<file path="config.mk">
export PLATFORM = sky130hd
export DESIGN_NAME = uart_tx_fifo
export DESIGN_NICKNAME = d
export VERILOG_FILES = /design/src/rtl/uart_pkg.sv /design/src/rtl/uart_byte_fifo.sv /design/src/rtl/uart_tx_fifo.sv
export SDC_FILE = /design/constraint.sdc
export NUM_CORES = 1
export LEC_CHECK = 0
export CAP_MARGIN = 20
export CORE_MARGIN = 1.5
export CORE_UTILIZATION = 40
export CTS_CLUSTER_SIZE = 12
export DETAILED_ROUTE_END_ITERATION = 8
export PLACE_DENSITY = 0.61
export SETUP_SLACK_MARGIN = 0.05
export SYNTH_ARGS = -nofsm -noshare
export SYNTH_HDL_FRONTEND = slang
export SYNTH_HIERARCHICAL = 1
export SYNTH_SLANG_ARGS = --single-unit
</file>
<file path="constraint.sdc">
create_clock -name clk -period 3.5 [get_ports clk]
set_clock_uncertainty 0.05 [all_clocks]
set_input_delay 0.7 -clock clk [delete_from_list [all_inputs] [get_ports clk]]
set_output_delay 0.7 -clock clk [all_outputs]
set_load 0.02 [all_outputs]
</file>
<file path="src/rtl/uart_pkg.sv">
// ============================================================================
// uart_pkg: shared UART constants, FSM state encoding and baud helper.
// Revision: 1.0
// ============================================================================
`default_nettype none

package uart_pkg;

  localparam int DATA_BITS = 8;

  localparam logic [2:0] ST_IDLE   = 3'd0;
  localparam logic [2:0] ST_START  = 3'd1;
  localparam logic [2:0] ST_DATA   = 3'd2;
  localparam logic [2:0] ST_PARITY = 3'd3;
  localparam logic [2:0] ST_STOP   = 3'd4;

  function automatic int clks_per_bit(input int sys_clk_freq, input int baud_rate);
    return sys_clk_freq / baud_rate;
  endfunction

endpackage

`default_nettype wire

</file>
<file path="src/rtl/uart_byte_fifo.sv">
// ============================================================================
// uart_byte_fifo: synchronous first-word fall-through FIFO with registered
// full/empty/count flags.
// Revision: 1.0
// ============================================================================
`default_nettype none

module uart_byte_fifo
  import uart_pkg::*;
#(
  parameter int DEPTH = 16,
  parameter int WIDTH = DATA_BITS
) (
  input  logic                         clk,
  input  logic                         rst_n,
  input  logic                         wr_en_i,
  input  logic [WIDTH-1:0]             wr_data_i,
  input  logic                         rd_en_i,
  output logic [WIDTH-1:0]             rd_data_o,
  output logic                         full_o,
  output logic                         empty_o,
  output logic [$clog2(DEPTH+1)-1:0]   count_o
);

  localparam int AW = $clog2(DEPTH);
  localparam int CW = $clog2(DEPTH + 1);

  logic [WIDTH-1:0] mem_q [DEPTH];
  logic [AW-1:0]    wr_ptr_q, rd_ptr_q;
  logic [CW-1:0]    count_q, count_d;
  logic             full_q, empty_q;
  logic             w_push, w_pop;

  // A push is judged against the pre-edge full flag, even if a pop frees a slot.
  assign w_push = wr_en_i && !full_q;
  assign w_pop  = rd_en_i && !empty_q;

  always_comb begin
    count_d = count_q;
    case ({w_push, w_pop})
      2'b10:   count_d = count_q + CW'(1);
      2'b01:   count_d = count_q - CW'(1);
      default: count_d = count_q;
    endcase
  end

  always_ff @(posedge clk) begin
    if (!rst_n) begin
      wr_ptr_q <= '0;
      rd_ptr_q <= '0;
      count_q  <= '0;
      full_q   <= 1'b0;
      empty_q  <= 1'b1;
    end else begin
      if (w_push) wr_ptr_q <= wr_ptr_q + AW'(1);
      if (w_pop)  rd_ptr_q <= rd_ptr_q + AW'(1);
      count_q <= count_d;
      full_q  <= (count_d == CW'(DEPTH));
      empty_q <= (count_d == '0);
    end
  end

  always_ff @(posedge clk) begin
    if (w_push) mem_q[wr_ptr_q] <= wr_data_i;
  end

  assign rd_data_o = mem_q[rd_ptr_q];
  assign full_o    = full_q;
  assign empty_o   = empty_q;
  assign count_o   = count_q;

endmodule

`default_nettype wire

</file>
<file path="src/rtl/uart_tx_fifo.sv">
// ============================================================================
// uart_tx_fifo: buffered UART transmitter, back-to-back 8N1 frames from a FIFO.
// Optional macro UART_TX_PARITY_EN adds an even parity bit (8E1).
// Revision: 1.0
// ============================================================================
`default_nettype none

module uart_tx_fifo
  import uart_pkg::*;
#(
  parameter int BAUD_RATE    = 9600,
  parameter int SYS_CLK_FREQ = 12000000,
  parameter int FIFO_DEPTH   = 16
) (
  input  logic                              clk,
  input  logic                              rst_n,
  input  logic                              wr_en,
  input  logic [DATA_BITS-1:0]              wr_data,
  output logic                              full,
  output logic                              empty,
  output logic [$clog2(FIFO_DEPTH+1)-1:0]   fifo_count,
  output logic                              overflow,
  output logic                              tx,
  output logic                              is_transmitting
);

  localparam int CLKS = clks_per_bit(SYS_CLK_FREQ, BAUD_RATE);
  localparam int CW   = (CLKS > 1) ? $clog2(CLKS) : 1;
  localparam int BW   = $clog2(DATA_BITS);
  localparam logic [CW-1:0] BAUD_LAST = CW'(CLKS - 1);
  localparam logic [BW-1:0] BIT_LAST  = BW'(DATA_BITS - 1);

  logic [2:0]           state_q, state_d;
  logic [CW-1:0]        baud_q, baud_d;
  logic [BW-1:0]        bit_idx_q, bit_idx_d;
  logic [DATA_BITS-1:0] shift_q, shift_d;
  logic                 tx_q, tx_d;
  logic                 overflow_q, overflow_d;
  logic                 w_baud_last, w_pop, w_empty, w_full;
  logic [DATA_BITS-1:0] w_head;
`ifdef UART_TX_PARITY_EN
  logic                 parity_q, parity_d;
`endif

  uart_byte_fifo #(
    .DEPTH (FIFO_DEPTH),
    .WIDTH (DATA_BITS)
  ) u_fifo (
    .clk       (clk),
    .rst_n     (rst_n),
    .wr_en_i   (wr_en),
    .wr_data_i (wr_data),
    .rd_en_i   (w_pop),
    .rd_data_o (w_head),
    .full_o    (w_full),
    .empty_o   (w_empty),
    .count_o   (fifo_count)
  );

  assign w_baud_last = (baud_q == BAUD_LAST);
  // Popping at the last STOP cycle chains frames with zero idle time.
  assign w_pop = !w_empty && ((state_q == ST_IDLE) || ((state_q == ST_STOP) && w_baud_last));
  assign overflow_d = overflow_q | (wr_en & w_full);

  always_comb begin
    state_d   = state_q;
    baud_d    = w_baud_last ? '0 : baud_q + CW'(1);
    bit_idx_d = bit_idx_q;
    shift_d   = shift_q;
`ifdef UART_TX_PARITY_EN
    parity_d  = parity_q;
    if (w_pop) parity_d = ^w_head;
`endif
    case (state_q)
      ST_IDLE: begin
        baud_d = '0;
        if (w_pop) begin
          state_d = ST_START;
          shift_d = w_head;
        end
      end
      ST_START: begin
        if (w_baud_last) begin
          state_d   = ST_DATA;
          bit_idx_d = '0;
        end
      end
      ST_DATA: begin
        if (w_baud_last) begin
          shift_d = shift_q >> 1;
          if (bit_idx_q == BIT_LAST) begin
`ifdef UART_TX_PARITY_EN
            state_d = ST_PARITY;
`else
            state_d = ST_STOP;
`endif
          end else begin
            bit_idx_d = bit_idx_q + BW'(1);
          end
        end
      end
`ifdef UART_TX_PARITY_EN
      ST_PARITY: begin
        if (w_baud_last) state_d = ST_STOP;
      end
`endif
      ST_STOP: begin
        if (w_baud_last) begin
          if (w_pop) begin
            state_d = ST_START;
            shift_d = w_head;
          end else begin
            state_d = ST_IDLE;
          end
        end
      end
      default: begin
        state_d = ST_IDLE;
        baud_d  = '0;
      end
    endcase
  end

  // tx follows the next state so the pin toggles on the same edge as the FSM.
  always_comb begin
    tx_d = 1'b1;
    case (state_d)
      ST_START: tx_d = 1'b0;
      ST_DATA:  tx_d = shift_d[0];
`ifdef UART_TX_PARITY_EN
      ST_PARITY: tx_d = parity_q;
`endif
      default:  tx_d = 1'b1;
    endcase
  end

  always_ff @(posedge clk) begin
    if (!rst_n) begin
      state_q    <= ST_IDLE;
      baud_q     <= '0;
      bit_idx_q  <= '0;
      shift_q    <= '0;
      tx_q       <= 1'b1;
      overflow_q <= 1'b0;
`ifdef UART_TX_PARITY_EN
      parity_q   <= 1'b0;
`endif
    end else begin
      state_q    <= state_d;
      baud_q     <= baud_d;
      bit_idx_q  <= bit_idx_d;
      shift_q    <= shift_d;
      tx_q       <= tx_d;
      overflow_q <= overflow_d;
`ifdef UART_TX_PARITY_EN
      parity_q   <= parity_d;
`endif
    end
  end

  assign tx              = tx_q;
  assign is_transmitting = (state_q != ST_IDLE);
  assign overflow        = overflow_q;
  assign full            = w_full;
  assign empty           = w_empty;

endmodule

`default_nettype wire
</file>
==> flow_summary.rst <==
.. list-table::
   :header-rows: 1

   * - Metric
     - Value
   * - Status
     - completed
   * - Max-capacitance violation count
     - 0
   * - Top-level port count
     - 21
   * - Met3 wire length
     - 461 um
   * - Dominant combinational cell family by area after synthesis
     - multiplexers
   * - First-pass GRT wire length
     - 20910 um
   * - Kind of critical path
     - flip-flop to flip-flop
   * - Via density per instance
     - 5.344
   * - Final hold violation count
     - 0
   * - Max layer used
     - met4
   * - Post-Route M1 WL
     - 6030 um
   * - Overall track demand over capacity in global routing
     - 15.35%
   * - Combined area of the multi-input logic cells
     - roughly 2300 sq um
   * - Library cell contributing the largest single delay on the critical path
     - sky130_fd_sc_hd__a2111o_1
   * - Gr ovfl total
     - 0
   * - Drt drc
     - 0
   * - Max-slew violation count
     - 0
   * - Buffer levels on the longest clock path
     - 2
   * - Cts bufs inserted
     - 17
   * - Fin Setup TNS
     - 0 ns
   * - XOR/XNOR share of the synthesized area
     - about 2.3%
   * - RR Startpoint
     - baud_q[0]$_SDFF_PP0_
   * - Post-synth EDFFs
     - 128
   * - Share of cell area taken by muxes after synthesis
     - 13.68%
   * - Routability congestion estimate from global placement
     - slightly below 0.8
   * - Crit start category
     - flip-flop
   * - Category of cells accounting for the largest share of critical-path delay
     - compound AO/OA/AOI/OAI gates
   * - Total of flip-flops plus latches after synthesis
     - 174
   * - Total nets after synthesis
     - 472
   * - Share of post-route cells with drive strength above 1
     - 19.69%
   * - Layout area overhead
     - 16.19%
   * - Yosys synthesis warning count
     - 6
   * - Max-slew headroom
     - 44.25%
   * - Share of the synthesized area in the top cell type
     - 53.47%
   * - Detailed-routing iteration count for the pre-antenna-repair pass
     - 5
   * - Total Wirelength
     - 13180 um
   * - Compound-cell area share of the yosys netlist
     - 4.891%
   * - Leakage power summed over all cells
     - 2.734 nW
   * - Slack of the worst reg-to-reg path
     - a little over 0.3 ns
   * - Sequential cell area fraction in the yosys report
     - 66.28%
   * - Vias in the first global route
     - between 3k and 4k
   * - Area taken by flip-flops and latches
     - 4767 sq um
   * - WL/cell
     - 17.98 um
   * - Most instantiated cells after synthesis
     - sky130_fd_sc_hd__edfxtp_1, sky130_fd_sc_hd__nor2_1, sky130_fd_sc_hd__dfxtp_1
   * - Hold Path Depth
     - 1
   * - CTS tree
     - built
   * - First-iteration detailed-routing DRC count
     - between 300 and 400
   * - Amount of wire on met2 after detailed routing
     - 6498 um
   * - HPWL after detailed placement
     - 9025 um
   * - Number of clock sinks seen by CTS
     - 174
   * - Simple-Gate Fraction of Synth Area
     - 8.425%
   * - Clock period minus worst slack
     - 3.197 ns
   * - Die height
     - 137.1 um
   * - Final antenna-violating net count
     - 0
   * - Total power density per cell area
     - roughly 620 nW/um^2
   * - Worst slack at placement
     - 0.07281 ns
   * - CP max FO
     - 8
   * - Worst Hold Class
     - flip-flop to flip-flop
   * - Number of diodes added for antenna fixing
     - 0
   * - Bufs and invs on worst path
     - 2
   * - Top cells by area, synth
     - sky130_fd_sc_hd__edfxtp_1, sky130_fd_sc_hd__dfxtp_1, sky130_fd_sc_hd__mux4_2, sky130_fd_sc_hd__mux4_1, sky130_fd_sc_hd__nor2_1
   * - Cell-by-cell trace of the critical path
     - ha_1 -> and4bb_2 -> nand3_1 -> a2111o_1 -> clkinv_4 -> nand2b_2 -> inv_2 -> nand2_1 -> xnor2_1 -> ha_2 -> a21oi_1 -> a21boi_1 -> o21ba_2 -> o2111ai_1 -> nor3b_2
   * - Cell taking the most area after synthesis
     - sky130_fd_sc_hd__edfxtp_1
   * - Number of H-tree levels
     - 4
   * - Cell variety after synth
     - 58
   * - Synthesized-area fraction occupied by adder cells
     - ~1.9%
   * - Share of the core filled with cells
     - 47.95%
   * - Setup violation total in the final timing report
     - 0
   * - Layout Nets
     - 517
   * - Main flop type after synthesis
     - sky130_fd_sc_hd__edfxtp_1
   * - End of the worst hold path
     - baud_q[0]$_SDFF_PP0_
   * - Worst-case setup margin in the final layout
     - between 0.3 and 0.4 ns
   * - Netlist Area Pre-Place
     - ~7200 sq um
   * - Max Fclk
     - 312.8 MHz
   * - Post-synthesis average cell area
     - approximately 16 sq um
   * - Unrepaired setup endpoints after global routing
     - no
   * - Number of cells on the worst reg-to-reg path
     - 15
   * - Die outline area
     - 18780 sq um
   * - Pin count of the biggest net entering global routing
     - 18
   * - Async S/R FF share, synth
     - 0%
   * - CTS clk-pin slew, worst paths
     - 0.07 ns
   * - Req. time, crit path
     - 3.81 ns
   * - Slew at the pin closest to its max-slew limit
     - 0.8354 ns
   * - Hold Path Origin
     - baud_q[0]$_SDFF_PP0_
   * - Slowest stage delay, CP
     - between 0.4 and 0.5 ns
   * - Port Buffers
     - 20
   * - Clock tree root buffer cell
     - sky130_fd_sc_hd__clkbuf_16
   * - Initial Utilization
     - approximately two fifths
   * - Most numerous cell in the Yosys netlist
     - sky130_fd_sc_hd__edfxtp_1
   * - Cell Rows
     - 48
   * - Period Utilization, post-route
     - 91.34%
   * - Worst-skew pair later-pin latency
     - 0.44 ns
   * - Initial antenna violation count
     - 0
   * - Fill cell total of the finished layout
     - roughly 1.5k
   * - Worst R2R End
     - u_fifo/full_o$_SDFF_PN0_
   * - Core Area
     - around 17000 sq um
   * - Horizontal extent of the die
     - 137.1 um
   * - Hold buffer count at cts
     - 0
   * - CP Capture Type
     - flip-flop
   * - Arr. time, crit path
     - 3.51 ns
   * - IR Drop Worst-Case VDD
     - 369.0 uV
   * - Synthesized instance count
     - 450
   * - Routed via count
     - just under 4k
what timing repair did:
| action | CTS | global route |
|---|---|---|
| pin swaps | 0 | 2 |
| buffers inserted | 2 | 0 |
| setup endpoints to repair | 1 | 3 |
| gates cloned | 0 | 0 |
| gates resized for setup | 0 | 5 |
state kept, by name, summed over array words and instances, names as in the netlist, named ones only:
name	cells
overflow	1
tx	1
baud_q	11
u_fifo/empty_o	1
shift_q	8
u_fifo/full_o	1
u_fifo/mem_q	128
u_fifo/rd_ptr_q	4
u_fifo/count_o	5
u_fifo/wr_ptr_q	4
bit_idx_q	3
state_q	3
final cells by class:
class,instances,area share [%]
Sequential cell,174,57.08
Multi-Input combinational cell,245,27.09
Clock buffer,18,5.139
Timing Repair Buffer,46,4.734
Tap cell,225,3.371
Clock inverter,14,2.037
Inverter,11,0.5543
worst register-to-register path: cells and delay by family, from the launching register on:
kind	cells	cell delay (ns)
AOI/OAI and AO/OA	5	1.30
and+or+nand+nor	5	0.70
adders and majority gates	2	0.36
xor gates and xnor gates	1	0.13
DFF	1	0.36
buffers and inverters	2	0.20
how the worst max path moves through the flow:
stage	startpoint	to	slack [ns]	cells past startpoint
after CTS	baud_q[0]$_SDFF_PP0_	u_fifo/full_o$_SDFF_PN0_	0.12	14
after floorplan	baud_q[0]$_SDFF_PP0_	u_fifo/full_o$_SDFF_PN0_	0.29	14
final	baud_q[0]$_SDFF_PP0_	u_fifo/full_o$_SDFF_PN0_	0.30	15
after global placement	baud_q[0]$_SDFF_PP0_	u_fifo/full_o$_SDFF_PN0_	0.19	14
after global routing	baud_q[1]$_SDFF_PP0_	u_fifo/full_o$_SDFF_PN0_	0.01	16
after detailed placement	baud_q[0]$_SDFF_PP0_	u_fifo/full_o$_SDFF_PN0_	0.07	14
power by group:
part	switching (W)	internal, W	total, W
Combinational	0.000409	0.000439	0.000848
Clock	0.000847	0.00108	0.00193
Sequential	0.000127	0.00231	0.00244
Total	0.00138	0.00383	0.00522
kinds of logic (layout without fill, tap and decap cells):
family | Yosys count | in the layout
DFF | 174 | 174
and+or+nand+nor | 120 | 120
AOI/OAI and AO/OA | 52 | 52
muxes | 43 | 43
buffers and inverters | 31 | 89
xor gates and xnor gates | 19 | 19
adders and majority gates | 11 | 11
per-layer routing:
layer	global-route usage, %	vias up
met5	0	-
met2	24.65	83
met4	6.140	0
li1	-	1842
met1	20.16	1977
met3	3.667	15
per-stage QoR:
step | instance area, sq um | total power (W) | instances | hold slack [ns]
after floorplan | 7188 | 0.003068 | 450 | 0.3946
after global placement | 7719 | 0.003280 | 699 | 0.4054
after detailed placement | 7719 | 0.003309 | 699 | 0.4136
after CTS | 8333 | 0.005249 | 733 | 0.4238
after global routing | 8352 | 0.005435 | 733 | 0.4254
final | 8352 | 0.005218 | 733 | 0.4014
cells in the final DEF (no fill, tap or decap), types with 2 or more instances in the layout:
master,netlist,layout
sky130_fd_sc_hd__mux2i_1,3,3
sky130_fd_sc_hd__clkdlybuf4s50_1,0,20
sky130_fd_sc_hd__nand2b_1,7,6
sky130_fd_sc_hd__bufinv_16,0,2
sky130_fd_sc_hd__dfxtp_2,0,2
sky130_fd_sc_hd__nor2b_1,2,2
sky130_fd_sc_hd__inv_2,2,2
sky130_fd_sc_hd__and2_1,2,2
sky130_fd_sc_hd__nand4b_1,2,2
sky130_fd_sc_hd__inv_6,0,6
sky130_fd_sc_hd__o2111ai_1,2,2
sky130_fd_sc_hd__or3_1,3,3
sky130_fd_sc_hd__nand4_1,4,4
sky130_fd_sc_hd__mux4_1,14,14
sky130_fd_sc_hd__nor3_1,9,9
sky130_fd_sc_hd__a22oi_1,8,8
sky130_fd_sc_hd__edfxtp_1,128,128
sky130_fd_sc_hd__nor2_1,47,47
sky130_fd_sc_hd__nand2_1,18,18
sky130_fd_sc_hd__buf_4,2,26
sky130_fd_sc_hd__mux4_2,26,26
sky130_fd_sc_hd__a31o_2,2,2
sky130_fd_sc_hd__nor3b_1,2,2
sky130_fd_sc_hd__xor2_1,10,10
sky130_fd_sc_hd__dfxtp_1,46,44
sky130_fd_sc_hd__a21o_1,2,2
sky130_fd_sc_hd__a21oi_1,19,19
sky130_fd_sc_hd__inv_8,0,4
sky130_fd_sc_hd__xnor2_1,9,9
sky130_fd_sc_hd__nand3_1,15,15
sky130_fd_sc_hd__ha_1,11,10
sky130_fd_sc_hd__o21ai_0,4,4
sky130_fd_sc_hd__inv_1,8,8
sky130_fd_sc_hd__clkbuf_16,0,17
Power figures use the tool's default switching activity.
